**config.mk**
```make
export PLATFORM = sky130hd
export DESIGN_NAME = taxi_fare_meter_flat
export DESIGN_NICKNAME = d
export VERILOG_FILES = /design/src/rtl/taxi_pkg.sv /design/src/rtl/taxi_fare_meter_if.sv /design/src/rtl/taxi_fare_meter_bin2bcd_seq.sv /design/src/rtl/taxi_fare_meter.sv /design/src/flat_wrapper.sv
export SDC_FILE = /design/constraint.sdc
export NUM_CORES = 1
export LEC_CHECK = 0
export ABC_CLOCK_PERIOD_IN_PS = 6700
export BUFFER_PORTS_ARGS = -buffer_cell sky130_fd_sc_hd__buf_2
export CAP_MARGIN = 20
export CORE_ASPECT_RATIO = 0.7
export CORE_MARGIN = 8
export CORE_UTILIZATION = 51
export DETAILED_ROUTE_END_ITERATION = 6
export GPL_TIMING_DRIVEN = 0
export HOLD_SLACK_MARGIN = 0.03
export PLACE_DENSITY_LB_ADDON = 0.1
export RECOVER_POWER = 100
export SETUP_SLACK_MARGIN = 0.2
export SYNTH_ARGS = -nofsm -noshare
export SYNTH_HDL_FRONTEND = slang
export SYNTH_HIERARCHICAL = 1
export SYNTH_SLANG_ARGS = --single-unit
```
**constraint.sdc**
```tcl
create_clock -name sys_clk -period 6.7 [get_ports sys_clk]
set_input_delay 1.675 -clock sys_clk [delete_from_list [all_inputs] [get_ports sys_clk]]
set_output_delay 1.675 -clock sys_clk [all_outputs]
set_load 0.01 [all_outputs]
```
**src/rtl/taxi_pkg.sv**
```systemverilog
// Shared definitions for the taxi fare meter: state encoding, BCD digit width
// and constant helpers used to size the binary counters.
package taxi_pkg;

  localparam int BCD_W = 4;

  typedef enum logic [1:0] {
    ST_IDLE = 2'd0,
    ST_RUN  = 2'd1,
    ST_WAIT = 2'd2,
    ST_DONE = 2'd3
  } state_t;

  function automatic int clog2(input int v);
    int r;
    int x;
    r = 0;
    x = v - 1;
    while (x > 0) begin
      r = r + 1;
      x = x >> 1;
    end
    return r;
  endfunction

  function automatic int pow10(input int n);
    int r;
    r = 1;
    for (int i = 0; i < n; i++) r = r * 10;
    return r;
  endfunction

endpackage

```
**src/rtl/taxi_fare_meter_if.sv**
```systemverilog
// Control pulses/levels from the key and tick sources, and the packed BCD
// readout that goes to the display mux.
interface taxi_fare_meter_if #(
  parameter int FARE_DIGITS = 4,
  parameter int DIST_DIGITS = 4
);
  logic                     start;
  logic                     stop;
  logic                     clear;
  logic                     night;
  logic                     moving;
  logic                     dist_tick;
  logic                     sec_tick;
  logic [1:0]               state;
  logic [4*FARE_DIGITS-1:0] fare_bcd;
  logic [4*DIST_DIGITS-1:0] dist_bcd;
  logic [15:0]              wait_bcd;
  logic                     bcd_valid;

  modport master (
    output start, stop, clear, night, moving, dist_tick, sec_tick,
    input  state, fare_bcd, dist_bcd, wait_bcd, bcd_valid
  );

  modport slave (
    input  start, stop, clear, night, moving, dist_tick, sec_tick,
    output state, fare_bcd, dist_bcd, wait_bcd, bcd_valid
  );
endinterface

```
**src/rtl/taxi_fare_meter_bin2bcd_seq.sv**
```systemverilog
// Sequential double-dabble converter: one bit per cycle, result loaded into
// bcd BIN_W+1 cycles after load; a new load restarts the conversion.
module bin2bcd_seq
  import taxi_pkg::*;
#(
  parameter int BIN_W  = 14,
  parameter int DIGITS = 4
) (
  input  logic                      sys_clk,
  input  logic                      reset_n,
  input  logic                      load,
  input  logic [BIN_W-1:0]          bin,
  output logic                      busy,
  output logic [DIGITS*BCD_W-1:0]   bcd
);

  localparam int CNT_W = clog2(BIN_W + 1);
  localparam logic [CNT_W-1:0] CNT_LAST = CNT_W'(BIN_W);

  logic [BIN_W-1:0]        sh;
  logic [DIGITS*BCD_W-1:0] acc;
  logic [DIGITS*BCD_W-1:0] acc_adj;
  logic [CNT_W-1:0]        cnt;

  always_comb begin
    acc_adj = acc;
    for (int i = 0; i < DIGITS; i++) begin
      if (acc[i*BCD_W +: BCD_W] >= 4'd5)
        acc_adj[i*BCD_W +: BCD_W] = acc[i*BCD_W +: BCD_W] + 4'd3;
    end
  end

  always_ff @(posedge sys_clk or negedge reset_n) begin
    if (!reset_n) begin
      busy <= 1'b0;
      sh   <= '0;
      acc  <= '0;
      cnt  <= '0;
      bcd  <= '0;
    end else if (load) begin
      busy <= 1'b1;
      sh   <= bin;
      acc  <= '0;
      cnt  <= '0;
    end else if (busy) begin
      // Final cycle publishes the result; all others adjust-then-shift one bit.
      if (cnt == CNT_LAST) begin
        bcd  <= acc;
        busy <= 1'b0;
      end else begin
        {acc, sh} <= {acc_adj, sh} << 1;
        cnt       <= cnt + CNT_W'(1);
      end
    end
  end

endmodule

```
**src/rtl/taxi_fare_meter.sv**
```systemverilog
// Fare engine: trip FSM, saturating distance/fare/waiting counters and two
// sequential BCD converters feeding the display mux.
module taxi_fare_meter
  import taxi_pkg::*;
#(
  parameter int FARE_DIGITS = 4,
  parameter int DIST_DIGITS = 4,
  parameter int BASE_FARE   = 100,
  parameter int BASE_DIST   = 30,
  parameter int DAY_RATE    = 2,
  parameter int NIGHT_RATE  = 3,
  parameter int WAIT_SEC    = 60,
  parameter int WAIT_FARE   = 5
) (
  input logic               sys_clk,
  input logic               reset_n,
  taxi_fare_meter_if.slave  bus
);

  localparam int FARE_MAX = pow10(FARE_DIGITS) - 1;
  localparam int DIST_MAX = pow10(DIST_DIGITS) - 1;
  localparam int FARE_W   = clog2(FARE_MAX + 1);
  localparam int DIST_W   = clog2(DIST_MAX + 1);
  localparam int WSUB_W   = (WAIT_SEC > 2) ? clog2(WAIT_SEC) : 1;

  localparam logic [FARE_W-1:0] FARE_LIM   = FARE_W'(FARE_MAX);
  localparam logic [FARE_W-1:0] FARE_BASE  = FARE_W'(BASE_FARE);
  localparam logic [FARE_W-1:0] RATE_DAY   = FARE_W'(DAY_RATE);
  localparam logic [FARE_W-1:0] RATE_NIGHT = FARE_W'(NIGHT_RATE);
  localparam logic [FARE_W-1:0] WAIT_INC   = FARE_W'(WAIT_FARE);
  localparam logic [DIST_W-1:0] DIST_LIM   = DIST_W'(DIST_MAX);
  localparam logic [DIST_W-1:0] DIST_BASE  = DIST_W'(BASE_DIST);
  localparam logic [WSUB_W-1:0] WSUB_LAST  = WSUB_W'(WAIT_SEC - 1);

  state_t              state_q, state_d;
  logic                night_q, night_d;
  logic [FARE_W-1:0]   fare_q, fare_d;
  logic [DIST_W-1:0]   dist_q, dist_d;
  logic [WSUB_W-1:0]   wsub_q, wsub_d;
  logic [15:0]         wait_q, wait_d;
  logic                fare_upd_q, dist_upd_q;
  logic                fare_busy, dist_busy;
  logic [4*FARE_DIGITS-1:0] fare_bcd_w;
  logic [4*DIST_DIGITS-1:0] dist_bcd_w;

  logic                trip, count_en, dist_hit, wait_hit, dist_charge, wait_charge;
  logic [FARE_W-1:0]   rate, fare_inc;

  function automatic logic [FARE_W-1:0] sat_add(input logic [FARE_W-1:0] a,
                                                input logic [FARE_W-1:0] b);
    logic [FARE_W:0] s;
    s = {1'b0, a} + {1'b0, b};
    return (s > {1'b0, FARE_LIM}) ? FARE_LIM : s[FARE_W-1:0];
  endfunction

  // mm:ss digit counter, seconds wrap at 59, holds at 99:59.
  function automatic logic [15:0] wait_inc(input logic [15:0] w);
    logic [15:0] r;
    r = w;
    if (w != 16'h9959) begin
      if (w[3:0] != 4'd9) r[3:0] = w[3:0] + 4'd1;
      else begin
        r[3:0] = 4'd0;
        if (w[7:4] != 4'd5) r[7:4] = w[7:4] + 4'd1;
        else begin
          r[7:4] = 4'd0;
          if (w[11:8] != 4'd9) r[11:8] = w[11:8] + 4'd1;
          else begin
            r[11:8]  = 4'd0;
            r[15:12] = w[15:12] + 4'd1;
          end
        end
      end
    end
    return r;
  endfunction

  assign trip        = (state_q == ST_RUN) || (state_q == ST_WAIT);
  assign count_en    = trip && !bus.clear && !bus.stop;
  assign dist_hit    = count_en && bus.dist_tick && (dist_q != DIST_LIM);
  assign dist_charge = dist_hit && (dist_q >= DIST_BASE);
  assign wait_hit    = count_en && bus.sec_tick && (state_q == ST_WAIT);
  assign wait_charge = wait_hit && (wsub_q == WSUB_LAST);
  assign rate        = night_q ? RATE_NIGHT : RATE_DAY;
  assign fare_inc    = (dist_charge ? rate : '0) + (wait_charge ? WAIT_INC : '0);

  always_comb begin
    state_d = state_q;
    night_d = night_q;
    fare_d  = fare_q;
    dist_d  = dist_q;
    wsub_d  = wsub_q;
    wait_d  = wait_q;
    if (bus.clear) begin
      state_d = ST_IDLE;
      night_d = 1'b0;
      fare_d  = '0;
      dist_d  = '0;
      wsub_d  = '0;
      wait_d  = '0;
    end else begin
      case (state_q)
        ST_IDLE: if (bus.start && !bus.stop) begin
          state_d = ST_RUN;
          night_d = bus.night;
          fare_d  = FARE_BASE;
          dist_d  = '0;
          wsub_d  = '0;
          wait_d  = '0;
        end
        ST_RUN:  if (bus.stop) state_d = ST_DONE;
                 else if (!bus.moving) state_d = ST_WAIT;
        ST_WAIT: if (bus.stop) state_d = ST_DONE;
                 else if (bus.moving) state_d = ST_RUN;
        default: ;
      endcase
      if (count_en) begin
        if (dist_hit) dist_d = dist_q + DIST_W'(1);
        if (wait_hit) begin
          wait_d = wait_inc(wait_q);
          wsub_d = (wsub_q == WSUB_LAST) ? '0 : wsub_q + WSUB_W'(1);
        end
        fare_d = sat_add(fare_q, fare_inc);
      end
    end
  end

  always_ff @(posedge sys_clk or negedge reset_n) begin
    if (!reset_n) begin
      state_q    <= ST_IDLE;
      night_q    <= 1'b0;
      fare_q     <= '0;
      dist_q     <= '0;
      wsub_q     <= '0;
      wait_q     <= '0;
      fare_upd_q <= 1'b0;
      dist_upd_q <= 1'b0;
    end else begin
      state_q    <= state_d;
      night_q    <= night_d;
      fare_q     <= fare_d;
      dist_q     <= dist_d;
      wsub_q     <= wsub_d;
      wait_q     <= wait_d;
      fare_upd_q <= (fare_d != fare_q);
      dist_upd_q <= (dist_d != dist_q);
    end
  end

  bin2bcd_seq #(.BIN_W(FARE_W), .DIGITS(FARE_DIGITS)) u_fare_bcd (
    .sys_clk (sys_clk),
    .reset_n (reset_n),
    .load    (fare_upd_q),
    .bin     (fare_q),
    .busy    (fare_busy),
    .bcd     (fare_bcd_w)
  );

  bin2bcd_seq #(.BIN_W(DIST_W), .DIGITS(DIST_DIGITS)) u_dist_bcd (
    .sys_clk (sys_clk),
    .reset_n (reset_n),
    .load    (dist_upd_q),
    .bin     (dist_q),
    .busy    (dist_busy),
    .bcd     (dist_bcd_w)
  );

  // A pending load counts as busy so valid drops the cycle after a change.
  assign bus.bcd_valid = !(fare_busy || dist_busy || fare_upd_q || dist_upd_q);
  assign bus.state     = state_q;
  assign bus.fare_bcd  = fare_bcd_w;
  assign bus.dist_bcd  = dist_bcd_w;
  assign bus.wait_bcd  = wait_q;

endmodule
```
**src/flat_wrapper.sv**
```systemverilog
// flat-port wrapper written by rule: the top's interface ports become plain ports
module taxi_fare_meter_flat import taxi_pkg::*;
#(
  parameter int FARE_DIGITS = 4,
  parameter int DIST_DIGITS = 4,
  parameter int BASE_FARE   = 100,
  parameter int BASE_DIST   = 30,
  parameter int DAY_RATE    = 2,
  parameter int NIGHT_RATE  = 3,
  parameter int WAIT_SEC    = 60,
  parameter int WAIT_FARE   = 5
)
  (sys_clk, reset_n, bus_start, bus_stop, bus_clear, bus_night, bus_moving, bus_dist_tick, bus_sec_tick, bus_state, bus_fare_bcd, bus_dist_bcd, bus_wait_bcd, bus_bcd_valid);
  taxi_fare_meter_if #(.FARE_DIGITS(FARE_DIGITS), .DIST_DIGITS(DIST_DIGITS)) bus_i ();
  input logic sys_clk;
  input logic reset_n;
  input wire logic [$bits(bus_i.start)-1:0] bus_start;
  input wire logic [$bits(bus_i.stop)-1:0] bus_stop;
  input wire logic [$bits(bus_i.clear)-1:0] bus_clear;
  input wire logic [$bits(bus_i.night)-1:0] bus_night;
  input wire logic [$bits(bus_i.moving)-1:0] bus_moving;
  input wire logic [$bits(bus_i.dist_tick)-1:0] bus_dist_tick;
  input wire logic [$bits(bus_i.sec_tick)-1:0] bus_sec_tick;
  output wire logic [$bits(bus_i.state)-1:0] bus_state;
  output wire logic [$bits(bus_i.fare_bcd)-1:0] bus_fare_bcd;
  output wire logic [$bits(bus_i.dist_bcd)-1:0] bus_dist_bcd;
  output wire logic [$bits(bus_i.wait_bcd)-1:0] bus_wait_bcd;
  output wire logic [$bits(bus_i.bcd_valid)-1:0] bus_bcd_valid;
  assign bus_i.start = bus_start;
  assign bus_i.stop = bus_stop;
  assign bus_i.clear = bus_clear;
  assign bus_i.night = bus_night;
  assign bus_i.moving = bus_moving;
  assign bus_i.dist_tick = bus_dist_tick;
  assign bus_i.sec_tick = bus_sec_tick;
  assign bus_state = bus_i.state;
  assign bus_fare_bcd = bus_i.fare_bcd;
  assign bus_dist_bcd = bus_i.dist_bcd;
  assign bus_wait_bcd = bus_i.wait_bcd;
  assign bus_bcd_valid = bus_i.bcd_valid;
  taxi_fare_meter #(.FARE_DIGITS(FARE_DIGITS), .DIST_DIGITS(DIST_DIGITS), .BASE_FARE(BASE_FARE), .BASE_DIST(BASE_DIST), .DAY_RATE(DAY_RATE), .NIGHT_RATE(NIGHT_RATE), .WAIT_SEC(WAIT_SEC), .WAIT_FARE(WAIT_FARE)) u_core (.sys_clk(sys_clk), .reset_n(reset_n), .bus(bus_i));
endmodule
```
==> results.md, run 1 <==
- EDFF count, synth: 0
- Layout Cells excl Fill: roughly 1.3k
- Tcrit/Tclk final: 0.934
- Lkg Pwr: 4.47 nW
- Die ar.: ~23000 um2
- Count leader, synth: dfrtp_1
- DRC: 0
- Rel. slew slack: -1.93
- Yosys top cell area share: 0.420
- Port-buffer cells: 57
- Initial Utilization: 0.520
- Initial antenna violation count: 1
- Vias in the first global route: between 7k and 8k
- Nets: 1144
- Failing checks: capacitance limit, slew limit
- Peak supply drop: between 0.2 and 0.25 mV
- Seq/Total Area, Yosys: 0.420
- Worst Path Arrival: roughly 6.6 ns
- Diode count: 0
- Max-Cap Viols: 1
- Largest cells by area after synthesis: dfrtp_1, ha_1, o21ai_0
- Reg2reg start: u_core/bus.state[0]
- Min Tclk post-route: about 6.3 ns
- Routability cong.: 0.901
- FFs w/ async S/R, synth: 1.00
- Largest net degree at the start of global routing: 81
- DR vias/cell: a little over 6
- Drt first-iter violations: roughly 1000
- Clock slew at reported path FFs: about 0.06 ns
- Post-DP HPWL: 17100 um
- Setup TNS: 0 ns
- RSZ-0062 raised after global routing: no
- Clock Root Buffer: clkbuf_16
- Congestion Overflow GR: 0
- Rows: between 40 and 50
- Final slew viol count: 78
- DIE HEIGHT: between 100 and 150 um
- Critical Path Sink Type: flip-flop
- Post-Syn Area: 9360 um2
- Largest area contributor in the netlist: dfrtp_1
- Fin. Hold Viols: 0
- Area grow syn2layout: 11.8%
- Gr usage total: 0.217
- Ports: 60
- Vias: about 8.3k
- Syn Area/Cell: roughly 9.2 um2
- Tightest Hold Check Type: flip-flop to flip-flop
- Layout cells sized above 1: 0.107
- Status: finished, violations left
- CTS tree: built
- Max Root-Sink Buffers: 2
- First-pass GRT wire length: ~41000 um
- Commonest cells in the netlist: dfrtp_1, nand2_1, o21ai_0
- Slew @ Worst Pin: about 4.4 ns
- Htree depth: 4
- Detailed Route WL: around 25000 um
- Placed insts: 1314
- Final ANT Viol Nets: 0
- Power density cells: 317 nW/um2
- Synthesized Nets: ~1.1k
- Count of different cell masters after synthesis: 76
- Max Clk Rate: between 150 and 200 MHz
- Chip Width: 178 um
- Crit path launch type: input pin
- Worst clock skew: ~0.015 ns
- CP Launch Point: bus_clear
- TritonCTS Buffers: 17
- Num Clock Sinks: approximately 160
- Routed length per instance: ~18 um
- Synth Register Bits: about 160
- Clk_lat worst skew: approximately 0.44 ns
- Crit Path Category: input pin to flip-flop
- Final setup fails: 0
- Syn Inst Count: around 1k
- YS warnings: 6
- Core Box Area: around 18000 um2
- Hold Startpoint: u_core/u_dist_bcd/cnt[3]
- TritonRoute pass-1 iters: 6
- Peak fanout along the critical path: 10
- Post-synth top flop: dfrtp_1
- Required time of the critical path: 7.01 ns
[layer usage]
metal	vias to the layer above	global-route usage	share of wire
met5	-	0	0.00053
met4	2	0.0552	0.0094
met3	31	0.0482	0.079
met2	356	0.298	0.41
met1	3958	0.336	0.50
li1	3917	-	-
[state kept, by name, summed over array words and instances (netlist names)]
name,count
u_core/fare_q,14
u_core/dist_upd_q,1
u_core/wsub_q,6
u_core/u_dist_bcd/busy,1
u_core/u_fare_bcd/sh,14
u_core/u_dist_bcd/acc,16
u_core/night_q,1
u_core/bus.wait_bcd,16
u_core/u_fare_bcd/cnt,4
u_core/fare_upd_q,1
u_core/u_dist_bcd/cnt,4
u_core/u_dist_bcd/sh,14
u_core/bus.state,2
u_core/u_fare_bcd/bcd,16
u_core/u_fare_bcd/acc,16
u_core/dist_q,14
u_core/u_fare_bcd/busy,1
u_core/u_dist_bcd/bcd,16
[per-stage QoR]
stage	setup WS (ns)	utilization	hold WS (ns)	area [um2]	total power [mW]
6_report	0.440	0.581	0.496	10500	3.32
4_1_cts	0.267	0.588	0.506	10600	3.35
2_1_floorplan	0.538	-	0.464	9360	2.03
3_3_place_gp	-0.787	0.552	0.484	9940	2.34
5_1_grt	0.183	0.581	0.518	10500	3.53
3_5_place_dp	-0.712	0.554	0.490	9980	2.36
[layout by cell type, fill, tap and decap left out, types with 4 or more instances in the layout]
master,synthesis,routed
o32ai_1,10,10
mux2_2,34,34
a311oi_1,7,7
buf_4,11,11
nor2b_1,15,15
nor2_1,73,75
a31oi_1,24,23
nand2b_1,17,17
xnor2_1,4,4
buf_2,29,22
nor3_1,17,19
clkbuf_1,22,89
o21ai_0,86,86
or3_1,15,15
nand2_1,104,104
o41ai_1,12,12
o211a_1,4,4
o211ai_1,12,12
nor4_1,10,10
clkbuf_16,0,17
nor3b_1,7,6
a221o_1,11,11
a211oi_1,19,19
dfrtp_1,157,157
a21oi_1,54,54
clkinvlp_4,0,4
and3_1,6,6
o22ai_1,4,4
xor2_1,7,7
and4_1,4,4
nand4_1,16,16
ha_1,36,36
nand3_1,50,51
o31ai_1,19,19
nand3b_1,5,5
inv_1,45,45
[power breakdown]
part	internal [mW]	switching [mW]	total [mW]	leakage (nW)
combinational	0.412	0.643	1.05	2.08
sequential	1.13	0.159	1.29	2.11
clock	0.556	0.420	0.976	0.278
total	2.10	1.22	3.32	4.47
[worst max-delay path, cell delays in order]
cell and delay [ns]:
clkbuf_1 0.23, nor3b_4 0.43, nand3_2 0.27, a31oi_2 0.34
and2_0 0.20, fa_1 0.30, inv_1 0.08, fa_1 0.45
nand2b_4 0.23, a2111oi_4 0.51, mux2i_1 0.23, nand2_1 0.17
o21a_1 0.26, buf_4 0.19, a221o_1 0.37, a221oi_2 0.25
o211ai_1 0.14, a211o_1 0.25
[layout make-up]
| class | instances | area [um2] |
|---|---|---|
| plain buffers | 67 | 322 |
| clock buffers | 18 | 429 |
| clock inverters | 14 | 163 |
| fillers | 1588 | 7540 |
| inverters | 45 | 169 |
| multi-input cells | 751 | 4910 |
| flip-flops and latches | 157 | 3930 |
| well taps | 236 | 295 |
| repair buffers | 58 | 248 |
[logic make-up after synthesis]
kind of cell	count (synthesis)	share of synthesized area
XOR/XNOR	11	0.0103
flip-flops	157	0.420
AND/OR/NAND/NOR	365	0.201
multiplexers	37	0.0441
buffers and inverters	112	0.0556
AO/OA/AOI/OAI	300	0.217
adder cells (fa/ha/maj)	38	0.0524
[worst paths after layout]
path | end | slack [ns] | cells after the start
max | u_core/fare_upd_q | 0.44 | 18
min | u_core/u_dist_bcd/cnt[3] | 0.50 | 1
max reg2reg | u_core/fare_upd_q | 1.16 | 19
min reg2reg | u_core/u_dist_bcd/cnt[3] | 0.50 | 1
max in group asynchronous | u_core/u_fare_bcd/acc[7] | 1.43 | 1
min in group asynchronous | u_core/bus.wait_bcd[10] | 2.78 | 1
[what timing repair did]
action	in CTS	in global routing
gates resized for setup	3	2
pin swaps	0	1
setup buffers	0	0
setup endpoints to repair	13	7
hold buffers	0	0
No activity file was read; power rests on OpenSTA's default activity.
==> inputs of run 2 (changes only) <==
- ABC_CLOCK_PERIOD_IN_PS: 6700 -> 7280
- clock period: 6.7 -> 7.28 ns (I/O delays scaled with it)
==> run 2 against run 1 <==
Against the previous run:
- the run still ends with capacitance limit, slew limit left
- power down 8.0%
- sequential share of layout area increased by 0.086 points
- clock skew rose by 0.00078 ns
- hold slack better by 0.0042 ns
- clock power is 8.2% lower
- die area unchanged
- via count shrank 0.52%
- sequential power decreased by 8%
==> results.md, run 2 (synthesis results as in run 1) <==
- Die ar.: roughly 23000 um2
- Num Clock Sinks: 157
- First-pass GRT wire length: 40500 um
- Reg2reg start: u_core/bus.state[0]
- Port-buffer cells: 57
- Nets: 1144
- Final setup margin: around 0.48 ns
- Max Clk Rate: approximately 150 MHz
- Tcrit/Tclk final: 0.935
- Failing checks: capacitance limit, slew limit
- Placed insts: approximately 1.3k
- Max Root-Sink Buffers: 2
- Routed length per instance: around 18 um
- Clock Root Buffer: clkbuf_16
- Hold Startpoint: u_core/u_dist_bcd/cnt[3]
- Worst Path Arrival: between 7 and 8 ns
- Reg2reg path depth: 19
- Most common cell after layout, fill and taps aside: dfrtp_1
- Congestion Overflow GR: 0
- Gr usage total: 0.217
- Area grow syn2layout: 11.5%
- Setup slack, reg-to-reg: approximately 1.4 ns
- TritonRoute pass-1 iters: 6
- Clock slew at reported path FFs: 0.06 ns
- Detailed Route WL: 24500 um
- Initial Utilization: 0.520
- Peak supply drop: ~0.18 mV
- Required time of the critical path: approximately 7.6 ns
- Clk_lat worst skew: approximately 0.43 ns
- Core Box Area: about 18000 um2
- Rows: 41
- Slew @ Worst Pin: 4.39 ns
- CTS Hold Bufs: 0
- Ports: 60
- Chip Width: 178 um
- Min Tclk post-route: about 7 ns
- Critical Path Sink Type: flip-flop
- Final setup fails: 0
- DRC: 0
- Hold depth: 1
- DR vias/cell: between 6 and 7
- Diode count: 0
- Initial antenna violation count: 1
- Peak fanout along the critical path: 10
- Worst hold path endpoint: u_core/u_dist_bcd/cnt[3]
- Buffer count from post-CTS setup fixing: 0
- Layout cells sized above 1: 0.105
- Max-Cap Viols: 1
- TritonCTS Buffers: 17
- Status: finished, violations left
- Setup WS pre-CTS: -0.277 ns
- Crit Path Category: input pin to flip-flop
- Tightest Hold Check Type: flip-flop to flip-flop
- Drt first-iter violations: slightly above 1k
- Layout Cells excl Fill: between 1k and 1.5k
- Routability cong.: between 0.9 and 1
- Largest net degree at the start of global routing: 81
- Power density cells: 293 nW/um2
- Vias in the first global route: between 7k and 8k
- Final slew viol count: 78
- RSZ-0062 raised after global routing: no
- Fin. Hold Viols: 0
- Worst clock skew: 0.0155 ns
- Lkg Pwr: around 4.5 nW
- CTS tree: built
- DIE HEIGHT: 129 um
- Most frequent cells in the layout: dfrtp_1, nand2_1, clkbuf_1
- Vias: between 8k and 9k
- Final ANT Viol Nets: 0
- Post-DP HPWL: 17100 um
- Crit path launch type: input pin
- Htree depth: 4
- R2r endpoint: u_core/fare_upd_q
- Rel. slew slack: -1.93
run 2: changes by cell type in the layout (fill, tap and decap cells not counted):
cell       previous run  this run
a31oi_2               1         0
a2111oi_2             0         1
nand3_1              51        52
nand3_2               1         0
a2111oi_4             2         1
a31oi_1              23        24
run 2: through the flow:
stage                      util  hold slack [ns]  power (mW)  TNS, ns  cell area, um2
after floorplan               -            0.464        1.87        0            9360
after global placement    0.552            0.484        2.15    -1.33            9940
after detailed placement  0.554            0.490        2.17   -0.893            9980
after CTS                 0.587            0.506        3.08        0           10600
after global routing      0.580            0.518        3.25        0           10400
final                     0.580            0.500        3.06        0           10400
run 2: per-layer routing:
metal | routed length, um | up-vias | track usage
met2 | 10100 | 344 | 0.298
met1 | 12400 | 3945 | 0.336
li1 | - | 3913 | -
met4 | 155 | 2 | 0.0552
met5 | 13 | - | 0
met3 | 1890 | 17 | 0.0482
run 2: cell type report:
type | count | area [um2]
clock buffers | 18 | 429
plain buffers | 67 | 322
inverters | 45 | 169
multi-input cells | 751 | 4880
fillers | 1590 | 7570
repair buffers | 58 | 248
flip-flops and latches | 157 | 3930
well taps | 236 | 295
clock inverters | 14 | 163
run 2: power breakdown:
group / internal, mW / switching [mW]
clock network: 0.512 / 0.384
registers: 1.04 / 0.147
logic: 0.379 / 0.592
total: 1.93 / 1.12
run 2: what timing repair did:
action                                  CTS  global route
gates resized for setup                   1             2
cloned                                    0             0
endpoints found under the setup margin    1             3
run 2: how the worst max path moves through the flow:
| stage | startpoint | endpoint | slack [ns] |
|---|---|---|---|
| 5_1_grt | bus_clear | u_core/fare_upd_q | 0.15 |
| 2_1_floorplan | bus_clear | u_core/fare_upd_q | 0.97 |
| 4_1_cts | bus_clear | u_core/fare_upd_q | 0.48 |
| 6_report | bus_clear | u_core/fare_upd_q | 0.48 |
| 3_3_place_gp | bus_clear | u_core/fare_upd_q | -0.35 |
| 3_5_place_dp | bus_clear | u_core/fare_upd_q | -0.28 |
run 2: worst max-delay path, stage by stage:
cell and delay [ns]:
clkbuf_1 0.23, nor3b_4 0.40, nand3_1 0.35, a31oi_1 0.50, and2_0 0.22, fa_1 0.29, inv_1 0.08, fa_1 0.45
nand2b_4 0.22, a2111oi_2 0.65, mux2i_1 0.25, nand2_1 0.17, o21a_1 0.26, buf_4 0.19, a221o_1 0.37, a221oi_2 0.26
o211ai_1 0.14, a211o_1 0.25
==> inputs of run 3 (changes only) <==
- CORE_MARGIN: 8 -> 1
- SYNTH_HIERARCHICAL: 1 -> unset
==> run 3 against run 2 <==
Against the previous run:
- the flow still finishes with violations (capacitance limit, slew limit)
- final area down 5.5%
- routed wire length down 15%
- sequential share of layout area is 2.2 points higher
- first-iteration DRC count shrank 36%
- hold slack worse by 0.018 ns
- non-clock buffer count down 19
- sequential power down 13%
- critical path depth shrank 1
- worst setup slack gained 0.44 ns
- die area shrank 23%
- synthesized area fell by 6.3%
- clock-buffer cell count grew 2
- largest cell class unchanged
- largest power group unchanged
==> results.md, run 3 <==
- Clock Root Buffer: clkbuf_16
- Sequential cell area: approximately 4000 um2
- Min Tclk post-route: 6.36 ns
- EDFF count, synth: 0
- Required time of the critical path: between 7 and 8 ns
- Met1 Usage GRT: 0.385
- Largest cells by area after synthesis: dfrtp_1, ha_1, o21ai_0
- Routed length per instance: approximately 17 um
- Seq pwr share: 0.438
- Tightest Hold Check Type: flip-flop to flip-flop
- CTS tree: built
- Initial antenna violation count: 0
- Port-buffer cells: just under 60
- Num Clock Sinks: about 160
- Peak supply drop: approximately 0.13 mV
- Clock slew at reported path FFs: about 0.06 ns
- Crit path launch type: input pin
- Syn Inst Count: ~900
- Setup TNS: 0 ns
- Gr usage total: 0.245
- GRT met2 Usage: 0.337
- Yosys top cell area share: 0.448
- Drt first-iter violations: 660
- Diode count: 0
- Rel. slew slack: -1.37
- Core Box Area: 16500 um2
- Htree depth: 4
- Setup slack, reg-to-reg: 1.65 ns
- Tcrit/Tclk final: 0.874
- Post-cts gate resize count: 0
- Slew @ Worst Pin: 3.56 ns
- Commonest cells in the netlist: dfrtp_1, nand2_1, o21ai_0
- TritonRoute pass-1 iters: 5
- Power share of the combinational group: 0.196
- Largest area contributor in the netlist: dfrtp_1
- Initial Utilization: 0.530
- Buffer count from post-CTS setup fixing: 0
- Vias: 7321
- YS warnings: 0
- Post-synth top flop: dfrtp_1
- TritonCTS Buffers: 17
- Cell Chain, Critical Path: clkbuf_1 > nor3b_1 > nand2_1 > a31o_1 > clkbuf_1 > a41oi_1 > and2_1 > ha_1 > ha_1 > fa_1 > a211oi_1 > nor4_2 > mux2i_1 > o21ai_2 > o221ai_4 > and2_0 > a311oi_2
- Post-DP HPWL: about 14000 um
- Seq/Total Area, Yosys: 0.448
- Fin. Hold Viols: 0
- DRC: 0
- Congestion Overflow GR: 0
- Fillers: between 1k and 1.5k
- DR vias/cell: 5.89
- Peak fanout along the critical path: 10
- Worst clock skew: about 0.011 ns
- Worst hold path endpoint: u_core.u_fare_bcd.sh[13]
- Met3 Use GR: 0.0522
- First-pass GRT wire length: between 30000 and 40000 um
- Layout cells sized above 1: 0.0952
- RSZ-0062 raised after global routing: no
- Max-Cap Viols: 1
- Largest net degree at the start of global routing: 95
- Lkg Pwr: around 4.2 nW
- CP top delay family: compound AO/OA/AOI/OAI gates
- Reg2reg path depth: 18
- R2r endpoint: u_core.fare_q[2]
- Power density cells: around 240 nW/um2
- Syn Area/Cell: 9.46 um2
- Busiest grt layer: met1
- Ports: 60
- FFs w/ async S/R, synth: 1.00
- Area grow syn2layout: 12.5%
- Count of different cell masters after synthesis: 73
- Synth Register Bits: ~160
- Count leader, synth: dfrtp_1
- DIE HEIGHT: around 110 um
- Critical path buffers and inverters: 2
- Die ar.: roughly 18000 um2
- Chip Width: ~160 um
- Most common cell after layout, fill and taps aside: dfrtp_1
- Post-Syn Area: ~9000 um2
- Hold Startpoint: u_core.u_fare_bcd.sh[12]
- Crit Path Category: input pin to flip-flop
- Rows: 39
- Nets: 1057
- Routability cong.: about 0.9
- Failing checks: capacitance limit, slew limit
- Worst Path Arrival: around 6.6 ns
- CP peak stage delay: between 0.7 and 0.8 ns
- Final ANT Viol Nets: 0
- Sw frac: 0.311
- Pint: approximately 1.6 mW
- Most frequent cells in the layout: dfrtp_1, nand2_1, o21ai_0
- Status: finished, violations left
- Slowest cell on crit path: a211oi_1
- P_sw: 0.741 mW
- Critical Path Sink Type: flip-flop
- Detailed Route WL: roughly 21000 um
- Vias in the first global route: between 6k and 7k
- Clk network pwr share: 0.366
- Multi-input gate area: approximately 4500 um2
- Final setup fails: 0
- Max Root-Sink Buffers: 2
- Reg2reg start: u_core.bus.state[0]
- Hold depth: 2
- Fin util: 0.596
- Clk_lat worst skew: roughly 0.43 ns
- Max Clk Rate: about 160 MHz
- CTS Hold Bufs: 0
- Synthesized Nets: just under 1k
- Final slew viol count: 64
run 3: cells by family (layout without fill, tap and decap cells):
kind of cell | after synthesis | after routing | synth area share
simple gates | 316 | 316 | 0.177
compound gates | 244 | 244 | 0.176
flops | 157 | 157 | 0.448
buf+inv | 81 | 173 | 0.0378
mux | 62 | 62 | 0.0756
fa+ha+maj | 41 | 41 | 0.0594
xor+xnor | 26 | 26 | 0.0260
run 3: layout make-up:
cell class                      count  area share
Buffer                             45      0.0198
Timing Repair Buffer               61      0.0265
Clock inverter                     11      0.0110
Sequential cell                   157       0.398
Tap cell                          225      0.0285
Inverter                           36      0.0137
Clock buffer                       20      0.0473
Multi-Input combinational cell    689       0.455
run 3: how the worst max path moves through the flow:
stage / startpoint / end / slack [ns] / cells past startpoint
floorplan: bus_clear / u_core.fare_q[3] / 1.93 / 17
CTS: bus_clear / u_core.fare_q[3] / 1.43 / 20
detailed placement: bus_clear / u_core.fare_q[3] / 0.99 / 20
global route: bus_clear / u_core.fare_q[2] / 0.46 / 17
global placement: bus_clear / u_core.fare_q[3] / 1.04 / 18
finish: bus_clear / u_core.fare_q[2] / 0.92 / 17
run 3: through the flow:
step	std cells	worst slack [ns]	power [mW]	area, um2	hold slack [ns]
2_1_floorplan	927	1.93	1.37	8770	0.446
3_3_place_gp	1211	1.04	1.51	9340	0.454
3_5_place_dp	1212	0.991	1.53	9380	0.462
4_1_cts	1243	1.43	2.41	9960	0.477
5_1_grt	1244	0.465	2.51	9860	0.508
6_report	1244	0.919	2.38	9860	0.482
run 3: layer usage:
| metal | share of wire | up-vias |
|---|---|---|
| met2 | 0.41 | 236 |
| met5 | 0 | - |
| met1 | 0.51 | 3533 |
| met3 | 0.063 | 28 |
| met4 | 0.011 | 0 |
| li1 | - | 3524 |
run 3: worst reg2reg max path: cells and delay by family, from the launching register on:
kind            cells  cell delay [ns]
compound gates      6             1.90
mux                 1             0.22
simple gates        5             1.43
fa+ha+maj           4             1.24
buf+inv             2             0.29
flops               1             0.40
run 3: power by group through the flow:
stage                     logic (mW)  clock network [mW]  registers [mW]
after floorplan                0.323                   0            1.04
after global placement         0.459                   0            1.05
after detailed placement       0.471                   0            1.06
after CTS                      0.476               0.889            1.04
after global routing           0.525               0.927            1.06
final                          0.467               0.871            1.04
